### src/rtl/pipe_hazard_ctrl.sv
// Pipeline stall/flush/redirect controller: resolves per-stage stall requests,
// issues (or holds pending) branch/trap redirects, and watches for stuck stalls.
module pipe_hazard_ctrl #(
    parameter int STAGES       = 5,
    parameter int ADDR_W       = 32,
    parameter int BRANCH_STAGE = 2,
    parameter int TRAP_STAGE   = 3,
    parameter int TIMEOUT      = 1023
) (
    input  logic              clk,
    input  logic              rst,
    input  logic [STAGES-1:0] stall_req_i,
    input  logic              branch_flag_i,
    input  logic [ADDR_W-1:0] branch_addr_i,
    input  logic              trap_i,
    input  logic [ADDR_W-1:0] trap_addr_i,
    input  logic              timeout_clr_i,
    output logic [STAGES-1:0] stall_o,
    output logic [STAGES-1:0] flush_o,
    output logic              redirect_o,
    output logic [ADDR_W-1:0] redirect_addr_o,
    output logic              redirect_trap_o,
    output logic              stall_timeout_o
);
    localparam int CNT_W = $clog2(TIMEOUT + 1);
    localparam logic [STAGES-1:0] BR_MASK = STAGES'((1 << BRANCH_STAGE) - 1);
    localparam logic [STAGES-1:0] TR_MASK = STAGES'((1 << (TRAP_STAGE + 1)) - 1);

    typedef enum logic [1:0] {RUN, PEND_BR, PEND_TRAP} state_e;

    state_e            state_q, state_d;
    logic [ADDR_W-1:0] br_addr_q, br_addr_d;
    logic [ADDR_W-1:0] tr_addr_q, tr_addr_d;
    logic [CNT_W-1:0]  cnt_q, cnt_d;
    logic              flag_q, flag_d;

    logic [STAGES-1:0] stall_base, kill, stall_fin, flush_fin;
    logic              blocked_br, blocked_tr, issue_br, issue_tr;
    logic [ADDR_W-1:0] addr_sel;

    // stall_base[j] = some stage at or above j requests a stall, i.e. j <= h
    always_comb begin
        stall_base = '0;
        stall_base[STAGES-1] = stall_req_i[STAGES-1];
        for (int j = STAGES - 2; j >= 0; j--)
            stall_base[j] = stall_base[j+1] | stall_req_i[j];
    end

    assign blocked_br = stall_base[BRANCH_STAGE];
    assign blocked_tr = stall_base[TRAP_STAGE];

    always_comb begin
        state_d   = state_q;
        br_addr_d = br_addr_q;
        tr_addr_d = tr_addr_q;
        issue_br  = 1'b0;
        issue_tr  = 1'b0;
        addr_sel  = '0;
        case (state_q)
            RUN: begin
                if (trap_i) begin
                    if (blocked_tr) begin
                        state_d   = PEND_TRAP;
                        tr_addr_d = trap_addr_i;
                    end else begin
                        issue_tr = 1'b1;
                        addr_sel = trap_addr_i;
                    end
                end else if (branch_flag_i) begin
                    if (blocked_br) begin
                        state_d   = PEND_BR;
                        br_addr_d = branch_addr_i;
                    end else begin
                        issue_br = 1'b1;
                        addr_sel = branch_addr_i;
                    end
                end
            end
            PEND_BR: begin
                // a new trap always supersedes the held branch
                if (trap_i && blocked_tr) begin
                    state_d   = PEND_TRAP;
                    tr_addr_d = trap_addr_i;
                end else if (trap_i) begin
                    issue_tr = 1'b1;
                    addr_sel = trap_addr_i;
                    state_d  = RUN;
                end else if (!blocked_br) begin
                    issue_br = 1'b1;
                    addr_sel = br_addr_q;
                    state_d  = RUN;
                end
            end
            PEND_TRAP: begin
                if (!blocked_tr) begin
                    issue_tr = 1'b1;
                    addr_sel = tr_addr_q;
                    state_d  = RUN;
                end
            end
            default: state_d = RUN;
        endcase
    end

    // A redirect overrides the younger stalls; the bubble follows the surviving stall edge.
    assign kill      = issue_tr ? TR_MASK : (issue_br ? BR_MASK : '0);
    assign stall_fin = stall_base & ~kill;
    assign flush_fin = kill | {stall_fin[STAGES-2:0] & ~stall_fin[STAGES-1:1], 1'b0};

    always_comb begin
        cnt_d = cnt_q;
        if (timeout_clr_i || stall_req_i == '0)
            cnt_d = '0;
        else if (cnt_q != CNT_W'(TIMEOUT))
            cnt_d = cnt_q + 1'b1;
        flag_d = timeout_clr_i ? 1'b0 : (flag_q | (cnt_d == CNT_W'(TIMEOUT)));
    end

    always_ff @(posedge clk or posedge rst) begin
        if (rst) begin
            state_q   <= RUN;
            br_addr_q <= '0;
            tr_addr_q <= '0;
            cnt_q     <= '0;
            flag_q    <= 1'b0;
        end else begin
            state_q   <= state_d;
            br_addr_q <= br_addr_d;
            tr_addr_q <= tr_addr_d;
            cnt_q     <= cnt_d;
            flag_q    <= flag_d;
        end
    end

    assign stall_o         = rst ? '0 : stall_fin;
    assign flush_o         = rst ? '0 : flush_fin;
    assign redirect_o      = ~rst & (issue_br | issue_tr);
    assign redirect_addr_o = rst ? '0 : addr_sel;
    assign redirect_trap_o = ~rst & issue_tr;
    assign stall_timeout_o = ~rst & flag_q;
endmodule

### config.mk
export PLATFORM = sky130hd
export DESIGN_NAME = pipe_hazard_ctrl
export DESIGN_NICKNAME = d
export VERILOG_FILES = /design/src/rtl/pipe_hazard_ctrl.sv
export SDC_FILE = /design/constraint.sdc
export NUM_CORES = 1
export LEC_CHECK = 0
export CAP_MARGIN = 10
export CORE_AREA = 5 5 117 119
export DETAILED_ROUTE_END_ITERATION = 8
export DIE_AREA = 0 0 122 124
export HOLD_SLACK_MARGIN = 0.12
export PLACE_DENSITY = 0.65
export SKIP_CTS_REPAIR_TIMING = 1
export SYNTH_ARGS = -nofsm -noshare
export SYNTH_HDL_FRONTEND = slang
export SYNTH_SLANG_ARGS = --single-unit
### constraint.sdc
create_clock -name clk -period 4.44 [get_ports clk]
set_clock_uncertainty 0.05 [all_clocks]
set_input_delay 0.888 -clock clk [delete_from_list [all_inputs] [get_ports clk]]
set_output_delay 0.888 -clock clk [all_outputs]
set_load 0.02 [all_outputs]
==> impl_metrics.py <==
metrics = {
    "synth": {
        "muxShareOfSynthArea_pct": 17.05,
        "synth_cell_types": 52,
        "synth_seq_area_share_pct": 44.95,
        "syn-cell-area_um2": 4287,
        "synth_ff_type": "dfrtp_1",
        "synthesis.nets": 456,
        "yosysTopAreaCellShare_pct": 44.95,
        "ys_ff_latch": 77,
        "async_flop_share_pct": 100.0,
        "synth_edf_count": 0,
        "synth_largest_area_cell": "dfrtp_1",
        "synth-simple-area-share_pct": 12.00,
        "syn_inst": 381,
        "synth_xor_area_share_pct": 0.2043,
        "synthAdderAreaFrac_pct": 0.2919,
        "synth_compound_area_share_pct": 19.64,
        "ys_top_cells_by_area": "dfrtp_1 (45%), mux2_1 (11%), a222oi_1 (7.0%)",
        "syn_avg_cell_area_um2": 11.25,
        "synth_top_family_by_area": "compound AO/OA/AOI/OAI gates",
        "yosysWarnings": 0,
    },
    "clocking": {
        "cts.sink_count": 77,
        "cts-root-buf": "clkbuf_16",
        "cts_buffer_depth": 2,
        "cts_tree": "done",
        "h-tree-depth": 3,
        "cts_buffers": 9,
        "clkLatencyLatePin_ns": 0.33,
        "clk_pin_slew_ns": 0.06,
    },
    "grt": {
        "grt_pass1_vias": 3937,
        "grt_use_total_pct": 17.29,
        "grt_max_degree": 41,
        "gr-total-overflow": 0,
        "grt_pass1_wl_um": 20760,
        "antenna_found_initial": 0,
    },
    "floorplanning": {
        "initial_core_util_pct": 34.39,
        "die_area_um2": 15130,
        "die_y_um": 124,
        "pin_count": 119,
        "coreArea_um2": 12470,
        "std_cell_rows": 41,
        "die_w_um": 122,
    },
    "run": {
        "max_cap_viol_count": 0,
    },
    "worst_setup_path": {
        "crit_cells": 7,
        "slowest_stage": "clkdlybuf4s50_1",
        "crit_fanout": 14,
        "worstSetupPathType": "in -> out",
        "worst_setup_path_end_kind": "output port",
        "cp_num_buf_inv": 3,
        "worstSetupStartpointType": "input port",
        "cp.required_ns": 3.50,
        "slowest_delay_ns": 0.72,
        "crit_arrival_ns": 3.25,
        "crit_chain": "clkdlybuf4s50_1, nor4b_4, buf_4, a32o_1, a222oi_1, nor2_1, clkdlybuf4s50_1",
        "r2r_cells": 3,
        "cp_top_family": "buffers and inverters",
        "path_common_cell": "clkdlybuf4s50_1",
    },
    "min_path": {
        "holdPathStages": 1,
        "hold_path.class": "reg -> reg",
    },
    "placed_design": {
        "gp_congestion": 0.8263,
        "dp_hpwl_um": 9311,
        "io_buffers": 118,
    },
    "timing": {
        "relSlewSlack_pct": 64.36,
        "fin_crit_sh_pct": 94.41,
        "setup_violations": 0,
        "max_freq_ghz": 0.2386,
        "hold_viol": 0,
        "tightest_slew_ns": 0.5290,
        "drv_slew": 0,
        "final.setup.tns_ns": 0,
        "rsz0062_at_grt": "false",
        "period_needed_ns": 4.192,
    },
    "run_status": {
        "status": "finished, final reports clean",
    },
    "final_layout": {
        "finalNetCount": 571,
        "fillerInstances": 1151,
        "utilization_pct": 48.00,
        "drive_gt1_share_pct": 14.40,
        "regArea_um2": 1927,
        "multi_input_area_um2": 2127,
        "num_antenna_cells": 0,
        "area_delta_synth_final_pct": 39.58,
    },
    "power": {
        "leakagePower_uw": 0.002317,
        "power_density_nw_per_um2": 361.6,
        "vdd.ir_drop.worst_v": 0.0002117,
    },
    "drt": {
        "wire_per_inst_um": 19.69,
        "vias": 3801,
        "via_per_inst": 5.656,
        "drtAntennaViolNets": 0,
        "drt-initial-drc-count": 511,
        "first_pass_iters": 7,
        "route.detailed.drc": 0,
        "finalWirelength_um": 13230,
    },
}
-- cell usage after synthesis (all sizes together) (2+ instances only) --
cell type / instances
a31oi: 3
o21ai: 6
a21oi: 7
a222oi: 30
a32o: 30
nor4b: 2
o211a: 2
nor4: 4
and2: 3
clkbuf: 8
nor3b: 2
nand3b: 2
mux2: 64
nor3: 10
inv: 8
buf: 28
nand4: 2
o31a: 2
a211oi: 3
nor2b: 2
nor2: 50
nand2: 15
dfrtp: 77
nand3: 4
-- metrics by stage --
step	cells	total power, uW	cell area (um^2)	hold slack [ns]	setup slack [ns]
floorplan	381	1224	4287	0.3941	0.08717
global placement	657	1413	5684	0.4185	0.2880
detailed placement	657	1440	5684	0.4270	0.2613
CTS	672	2182	5983	0.4412	0.2598
global route	672	2265	5983	0.4549	0.1838
finish	672	2163	5983	0.4397	0.2481
-- worst reg2reg max path, stage by stage (launching register included) --
cell,delay [ns]
dfrtp_1,0.54
nor3b_4,0.42
buf_4,0.47
mux2_2,0.43
-- layout by cell type (no fill, tap or decap), types with 3 or more instances in the layout --
cell             netlist  layout
a21oi_1                7       6
a222oi_1              30      30
nor4_1                 4       4
and2_1                 3       3
a31oi_1                3       3
mux2_2                22      22
nor2_1                49      48
nand2_1               15      15
o21ai_0                4       4
a211oi_1               3       3
mux2_1                42      42
clkdlybuf4s50_1        0     118
buf_12                 0       3
buf_4                  6      19
a32o_1                30      30
nor3_1                 9       9
nand3_1                4       4
clkbuf_16              0       9
inv_1                  8       7
dfrtp_1               77      77
-- cell families after synthesis --
kind of cell / count (synthesis)
and+or+nand+nor: 100
buffers and inverters: 44
DFF: 77
xor gates and xnor gates: 1
AOI/OAI and AO/OA: 93
adders and majority gates: 1
muxes: 65
-- metal layers --
metal | share of wire, % | vias up | track usage (%)
li1 | - | 1724 | -
met1 | 44 | 1918 | 23.20
met2 | 47 | 147 | 28.49
met3 | 7.2 | 12 | 3.860
met4 | 1.2 | 0 | 4.342
met5 | 0 | - | 0
-- path summary, 6_finish.rpt --
kind / slack, ns / from / end
setup / recovery: 0.25 / stall_req_i[2] / redirect_addr_o[10]
hold / removal: 0.44 / tr_addr_q[24] / tr_addr_q[24]
setup reg to reg: 2.42 / state_q[1] / tr_addr_q[11]
hold reg to reg: 0.44 / tr_addr_q[24] / tr_addr_q[24]
max in group asynchronous: 2.66 / rst / tr_addr_q[5]
min in group asynchronous: 1.30 / rst / br_addr_q[27]
-- sequential cells by signal, indices dropped and copies added, names as in the netlist --
register / cells
br_addr_q: 32
cnt_q: 10
flag_q: 1
state_q: 2
tr_addr_q: 32
-- where the power goes --
part           switching [uW]  internal, uW  leakage, uW
logic                     210           254      0.00124
registers                92.6           868     0.000930
clock network             289           449     0.000145
total                     591          1570      0.00232
-- area by class of cell --
type | instances | area share (%)
Multi-Input combinational cell | 260 | 35.55
Sequential cell | 77 | 32.20
Timing Repair Buffer | 140 | 23.13
Clock buffer | 10 | 3.994
Tap cell | 172 | 3.597
Clock inverter | 5 | 1.004
Inverter | 8 | 0.5228
Note: power is estimated with default switching activity, not from simulation.
